==> src/rtl/truth_table_sweeper_pkg.sv <==
// Shared types for the truth-table sweeper: row index, table code and sweep FSM states.
package truth_table_pkg;

    localparam int N_IN = 3;
    localparam int ROWS = 8;

    typedef logic [ROWS-1:0] tt_code_t;
    typedef logic [N_IN-1:0] row_idx_t;

    typedef enum logic [1:0] {
        IDLE,
        RUN,
        FIN
    } sweep_state_t;

endpackage

==> src/rtl/truth_table_sweeper_if.sv <==
// Host/gate-facing signals of the sweeper; master = sweeper side, slave = host/gate side.
interface truth_table_sweeper_if;

    logic                      start;
    logic                      abort;
    logic                      dut_out;
    logic                      in1;
    logic                      in2;
    logic                      in3;
    logic                      busy;
    logic                      done;
    logic                      table_valid;
    truth_table_pkg::tt_code_t table_code;

    modport master (
        input  start, abort, dut_out,
        output in1, in2, in3, busy, done, table_valid, table_code
    );

    modport slave (
        output start, abort, dut_out,
        input  in1, in2, in3, busy, done, table_valid, table_code
    );

endinterface

==> src/rtl/truth_table_sweeper_settle_timer.sv <==
// Loadable down-counter; load wins over enable, zero flag is combinational from the count.
// Counts one per enabled edge; no flow control.
module settle_timer #(
    parameter int CNT_W = 8
) (
    input  logic             clk,
    input  logic             rst,
    input  logic             load,
    input  logic [CNT_W-1:0] load_val,
    input  logic             en,
    output logic [CNT_W-1:0] cnt,
    output logic             zero
);

    logic [CNT_W-1:0] cnt_q, cnt_d;

    always_comb begin
        cnt_d = cnt_q;
        if (load) begin
            cnt_d = load_val;
        end else if (en) begin
            cnt_d = cnt_q - CNT_W'(1);
        end
    end

    always_ff @(posedge clk or posedge rst) begin
        if (rst) begin
            cnt_q <= '0;
        end else begin
            cnt_q <= cnt_d;
        end
    end

    assign cnt  = cnt_q;
    assign zero = (cnt_q == '0);

endmodule

==> src/rtl/truth_table_sweeper.sv <==
// Steps a 3-input gate through rows 000..111, holding each SETTLE_CYCLES, and builds its 8-bit code.
// Sweep takes 8*SETTLE_CYCLES+1 cycles from start; SWEEP_MAJORITY_EN votes 3 samples per row.
module truth_table_sweeper
    import truth_table_pkg::*;
#(
    parameter int SETTLE_CYCLES = 4,
    parameter int CNT_W         = 8
) (
    input  logic                   clk,
    input  logic                   rst,
    truth_table_sweeper_if.master  sw
);

    sweep_state_t     state_q, state_d;
    row_idx_t         row_q, row_d;
    tt_code_t         shadow_q, shadow_d;
    tt_code_t         table_q, table_d;
    logic             table_valid_q, table_valid_d;
    logic             done_q, done_d;
    logic             busy_q, busy_d;

    logic [CNT_W-1:0] cnt;
    logic             cnt_zero;
    logic             cnt_load;
    logic             cnt_en;
    logic             sample_bit;

    settle_timer #(.CNT_W(CNT_W)) u_settle_timer (
        .clk      (clk),
        .rst      (rst),
        .load     (cnt_load),
        .load_val (CNT_W'(SETTLE_CYCLES - 1)),
        .en       (cnt_en),
        .cnt      (cnt),
        .zero     (cnt_zero)
    );

`ifdef SWEEP_MAJORITY_EN
    if (SETTLE_CYCLES < 3) begin : g_maj_cfg_check
        $error("SWEEP_MAJORITY_EN needs SETTLE_CYCLES >= 3");
    end

    // Early samples at count 2 and 1; the count-0 sample is taken live at the commit edge.
    logic [1:0] samp_q, samp_d;

    always_comb begin
        samp_d = samp_q;
        if (state_q == RUN) begin
            if (cnt == CNT_W'(2)) samp_d[1] = sw.dut_out;
            if (cnt == CNT_W'(1)) samp_d[0] = sw.dut_out;
        end
    end

    always_ff @(posedge clk or posedge rst) begin
        if (rst) begin
            samp_q <= '0;
        end else begin
            samp_q <= samp_d;
        end
    end

    assign sample_bit = (samp_q[1] & samp_q[0]) | (samp_q[1] & sw.dut_out) | (samp_q[0] & sw.dut_out);
`else
    assign sample_bit = sw.dut_out;
`endif

    always_comb begin
        state_d       = state_q;
        row_d         = row_q;
        shadow_d      = shadow_q;
        table_d       = table_q;
        table_valid_d = table_valid_q;
        done_d        = 1'b0;
        busy_d        = busy_q;
        cnt_load      = 1'b0;
        cnt_en        = 1'b0;

        case (state_q)
            IDLE: begin
                if (sw.start && !sw.abort) begin
                    state_d       = RUN;
                    row_d         = '0;
                    busy_d        = 1'b1;
                    table_valid_d = 1'b0;
                    cnt_load      = 1'b1;
                end
            end
            RUN: begin
                if (sw.abort) begin
                    state_d = IDLE;
                    row_d   = '0;
                    busy_d  = 1'b0;
                end else begin
                    cnt_en = (cnt != '0);
                    if (cnt_zero) begin
                        shadow_d[3'd7 - row_q] = sample_bit;
                        if (row_q == 3'd7) begin
                            // Commit on entry to FIN so table is valid alongside done.
                            state_d       = FIN;
                            table_d       = shadow_d;
                            table_valid_d = 1'b1;
                            done_d        = 1'b1;
                        end else begin
                            row_d    = row_q + 3'd1;
                            cnt_load = 1'b1;
                        end
                    end
                end
            end
            FIN: begin
                state_d = IDLE;
                row_d   = '0;
                busy_d  = 1'b0;
            end
            default: begin
                state_d = IDLE;
                row_d   = '0;
                busy_d  = 1'b0;
            end
        endcase
    end

    always_ff @(posedge clk or posedge rst) begin
        if (rst) begin
            state_q       <= IDLE;
            row_q         <= '0;
            shadow_q      <= '0;
            table_q       <= '0;
            table_valid_q <= 1'b0;
            done_q        <= 1'b0;
            busy_q        <= 1'b0;
        end else begin
            state_q       <= state_d;
            row_q         <= row_d;
            shadow_q      <= shadow_d;
            table_q       <= table_d;
            table_valid_q <= table_valid_d;
            done_q        <= done_d;
            busy_q        <= busy_d;
        end
    end

    assign sw.in1         = row_q[2];
    assign sw.in2         = row_q[1];
    assign sw.in3         = row_q[0];
    assign sw.busy        = busy_q;
    assign sw.done        = done_q;
    assign sw.table_valid = table_valid_q;
    assign sw.table_code  = table_q;

endmodule
==> src/flat_wrapper.sv <==
// flat-port wrapper written by rule: the top's interface ports become plain ports
module truth_table_sweeper_flat import truth_table_pkg::*;
#(
    parameter int SETTLE_CYCLES = 4,
    parameter int CNT_W         = 8
)
  (clk, rst, sw_start, sw_abort, sw_dut_out, sw_in1, sw_in2, sw_in3, sw_busy, sw_done, sw_table_valid, sw_table_code);
  truth_table_sweeper_if sw_i ();
  input  logic clk;
  input  logic rst;
  input wire logic [$bits(sw_i.start)-1:0] sw_start;
  input wire logic [$bits(sw_i.abort)-1:0] sw_abort;
  input wire logic [$bits(sw_i.dut_out)-1:0] sw_dut_out;
  output wire logic [$bits(sw_i.in1)-1:0] sw_in1;
  output wire logic [$bits(sw_i.in2)-1:0] sw_in2;
  output wire logic [$bits(sw_i.in3)-1:0] sw_in3;
  output wire logic [$bits(sw_i.busy)-1:0] sw_busy;
  output wire logic [$bits(sw_i.done)-1:0] sw_done;
  output wire logic [$bits(sw_i.table_valid)-1:0] sw_table_valid;
  output wire logic [$bits(sw_i.table_code)-1:0] sw_table_code;
  assign sw_i.start = sw_start;
  assign sw_i.abort = sw_abort;
  assign sw_i.dut_out = sw_dut_out;
  assign sw_in1 = sw_i.in1;
  assign sw_in2 = sw_i.in2;
  assign sw_in3 = sw_i.in3;
  assign sw_busy = sw_i.busy;
  assign sw_done = sw_i.done;
  assign sw_table_valid = sw_i.table_valid;
  assign sw_table_code = sw_i.table_code;
  truth_table_sweeper #(.SETTLE_CYCLES(SETTLE_CYCLES), .CNT_W(CNT_W)) u_core (.clk(clk), .rst(rst), .sw(sw_i));
endmodule
==> config.mk <==
export PLATFORM = sky130hd
export DESIGN_NAME = truth_table_sweeper_flat
export DESIGN_NICKNAME = d
export VERILOG_FILES = /design/src/rtl/truth_table_sweeper_pkg.sv /design/src/rtl/truth_table_sweeper_if.sv /design/src/rtl/truth_table_sweeper_settle_timer.sv /design/src/rtl/truth_table_sweeper.sv /design/src/flat_wrapper.sv
export SDC_FILE = /design/constraint.sdc
export NUM_CORES = 1
export LEC_CHECK = 0
export BUFFER_PORTS_ARGS = -buffer_cell sky130_fd_sc_hd__buf_2
export CAP_MARGIN = 20
export CORE_ASPECT_RATIO = 1.5
export CORE_MARGIN = 10
export CORE_UTILIZATION = 45
export CTS_CLUSTER_DIAMETER = 150
export DETAILED_ROUTE_END_ITERATION = 7
export PLACE_DENSITY = 0.66
export REMOVE_ABC_BUFFERS = 1
export SLEW_MARGIN = 20
export SYNTH_ARGS = -nofsm -noshare
export SYNTH_HDL_FRONTEND = slang
export SYNTH_SLANG_ARGS = --single-unit
==> constraint.sdc <==
create_clock -name clk -period 2.3 [get_ports clk]
set_input_delay 0.23 -clock clk [delete_from_list [all_inputs] [get_ports clk]]
set_output_delay 0.23 -clock clk [all_outputs]
set_load 0.02 [all_outputs]
==> metrics.txt <==
CTS max path bufs=2; Final Cell Area=0.00175 mm^2; DRT antenna net count=0; Setup crit start kind=register; HPWL after DPL=2240 um; static leakage=0.890 nW; chip width=67.0 um; min Tclk post-route=2.12 ns; CTS sink cnt=31; largest family of logic cells by synthesized area=simple AND/OR/NAND/NOR gates; post-synthesis compound-gate area fraction=0.101; pwr dens=844 mW/mm^2; Sw Pwr=462 uW; Synth Area in Adders=0.0336; fraction of layout cells with a size suffix above 1=0.253; Placed Area=0.00165 mm^2; RSZ-0062 raised after global routing=false; total setup buffers inserted after CTS=0; sequential element share of the synthesized area=0.520; std cell rows=25; Logic pwr share=0.212; worst relative slew slack=0.733; nets=174; worst hold-check path type=in2async; Period Utilization, post-route=0.921; Via density=5.32; WP data arrival=2.29 ns; htree depth=2; Port Buf Inserts=18; CTS Root Buffer Type=clkbuf_8; initial antenna violation count=0; GP Congestion=0.809; vias in the first global route=1,162; drt first pass iters=4; Final Slew Violations=0; routed wire length=3080 um; routed len/inst=14.9 um; commonest non-fill, non-tap cell in the layout=dfrtp_1; Vias=1,095; syn_area_per_cell=10.6 um^2; total power=1.48 mW; worst vdd ir=0.573 mV; area delta synth->final=17.5%; mapped cell area=0.00149 mm^2; Final Setup Violations=0; ys async rst share=1.00; first-pass GRT wire length=5440 um; all-layer global routing usage=0.117; post-synthesis mux area share=0.0856; Reg power frac=0.463; largest net degree at the start of global routing=32; crit path max fanout=5; Synth Area in Simple Gates=0.202; Warnings, synthesis=0; CTS-repair resized insts=0; Final Hold Viols=0; grt ovf=0; Cells after Synth=141; Synth Area in XOR/XNOR=0.0294; worst hold slack=0.00974 ns; #FFs+latches synth=31; Switching Fraction=0.312; critical path class=reg2reg; die height=90.5 um; ANT cells=0; Fmax=472 MHz; worst slew pin tran=0.396 ns; Critical Path End Type=register; status=complete, no violations; Synth cell types=38; core area=0.00316 mm^2; R2R depth=6; Clock Skew=0.00611 ns; CTS clock-pin slew for the worst setup and hold paths=0.07 ns; internal cell power=1.02 mW; Post-synth top flop=dfrtp_1; Hold-fix buffers, CTS=0; CTS tree=yes; most frequent cells in the layout=dfrtp_1, nor2_1, buf_2, nand2_1; DRT iter0 DRCs=19; CTS Buf Count=5; max-cap viol count=0; Ports=19; Skew-Pair Late Insertion Delay=0.29 ns; Remaining DRCs=0; Initial Utilization=0.472; Crit path required time=2.48 ns; die area=0.00606 mm^2; Sum Neg Setup Slack=0 ns; EDFF count, synth=0; clock power share=0.325
==> stage by stage <==
stage / setup slack [ns] / std cells / utilization
floorplan: 0.228 / 134 / -
detailed placement: 0.196 / 198 / 0.522
CTS: 0.177 / 206 / 0.555
finish: 0.182 / 206 / 0.555
global route: 0.0446 / 206 / 0.555
global placement: 0.296 / 198 / 0.522
==> cell families (layout without fill, tap and decap cells) <==
group           count (synthesis)  after routing
compound gates                 24             24
xor+xnor                        5              5
buf+inv                        11             36
simple gates                   54             54
fa+ha+maj                       4              4
flops                          31             31
mux                            12             12
==> per-layer routing <==
| metal | track usage | wire (um) | up-vias | share of wire |
|---|---|---|---|---|
| li1 | - | - | 538 | - |
| met1 | 0.116 | 1280 | 538 | 0.42 |
| met2 | 0.199 | 1590 | 13 | 0.52 |
| met3 | 0.0472 | 127 | 6 | 0.041 |
| met4 | 0.0619 | 76 | 0 | 0.025 |
| met5 | 0 | 0 | - | 0 |
==> registers in the layout, indices dropped and copies added (netlist names) <==
register,flops
u_core.shadow_q,7
u_core.u_settle_timer.cnt,8
u_core.state_q,2
u_core.sw.done,1
u_core.row_q,3
u_core.sw.busy,1
u_core.sw.table_valid,1
u_core.sw.table_code,8
==> power by group through the flow <==
stage	clock network [mW]	registers, mW	logic, mW
after floorplan	0	0.685	0.233
after global routing	0.509	0.696	0.357
final	0.481	0.684	0.314
after global placement	0	0.689	0.309
after detailed placement	0	0.694	0.317
after CTS	0.497	0.686	0.320
==> final timing paths <==
path / startpoint / end / slack (ns)
setup reg to reg: u_core.u_settle_timer.cnt[0] / u_core.row_q[0] / 0.18
hold reg to reg: u_core.sw.table_valid / u_core.sw.table_valid / 0.49
min in group clk: sw_abort / u_core.sw.busy / 0.29
max in group asynchronous: rst / u_core.u_settle_timer.cnt[3] / 1.99
setup / recovery: u_core.u_settle_timer.cnt[0] / u_core.row_q[0] / 0.18
hold / removal: rst / u_core.sw.table_code[5] / 0.01
==> critical path: stages, from the launching register on <==
cell     delay [ns]
dfrtp_1        0.40
inv_1          0.11
ha_1           0.19
or3b_2         0.51
o21ai_2        0.27
o21ai_0        0.22
mux2_2         0.30
==> final cells by class <==
class	count	area, um^2
inverter	4	15.0
timing repair buffer	24	135
sequential	31	776
tap	40	50.0
multi-input combinational	99	673
fill	280	1410
clock inverter	1	7.51
clock buffer	7	96.3
==> synthesized netlist by cell type, types with 2 or more instances <==
library cell	n	share of area
nand2b_1	3	0.013
mux2i_1	6	0.040
a22o_1	2	0.012
nand3b_1	3	0.015
dfrtp_1	31	0.52
nor3b_1	4	0.020
or4_1	2	0.010
ha_1	4	0.034
a21oi_1	7	0.023
mux2_2	5	0.038
nor3_1	3	0.010
o211ai_1	3	0.015
clkbuf_1	5	0.013
xor2_1	4	0.023
inv_1	4	0.010
nand2_1	9	0.023
nand4_1	2	0.0084
o21ai_0	6	0.020
nor2_1	19	0.048
No activity file was read; power rests on OpenSTA's default activity.
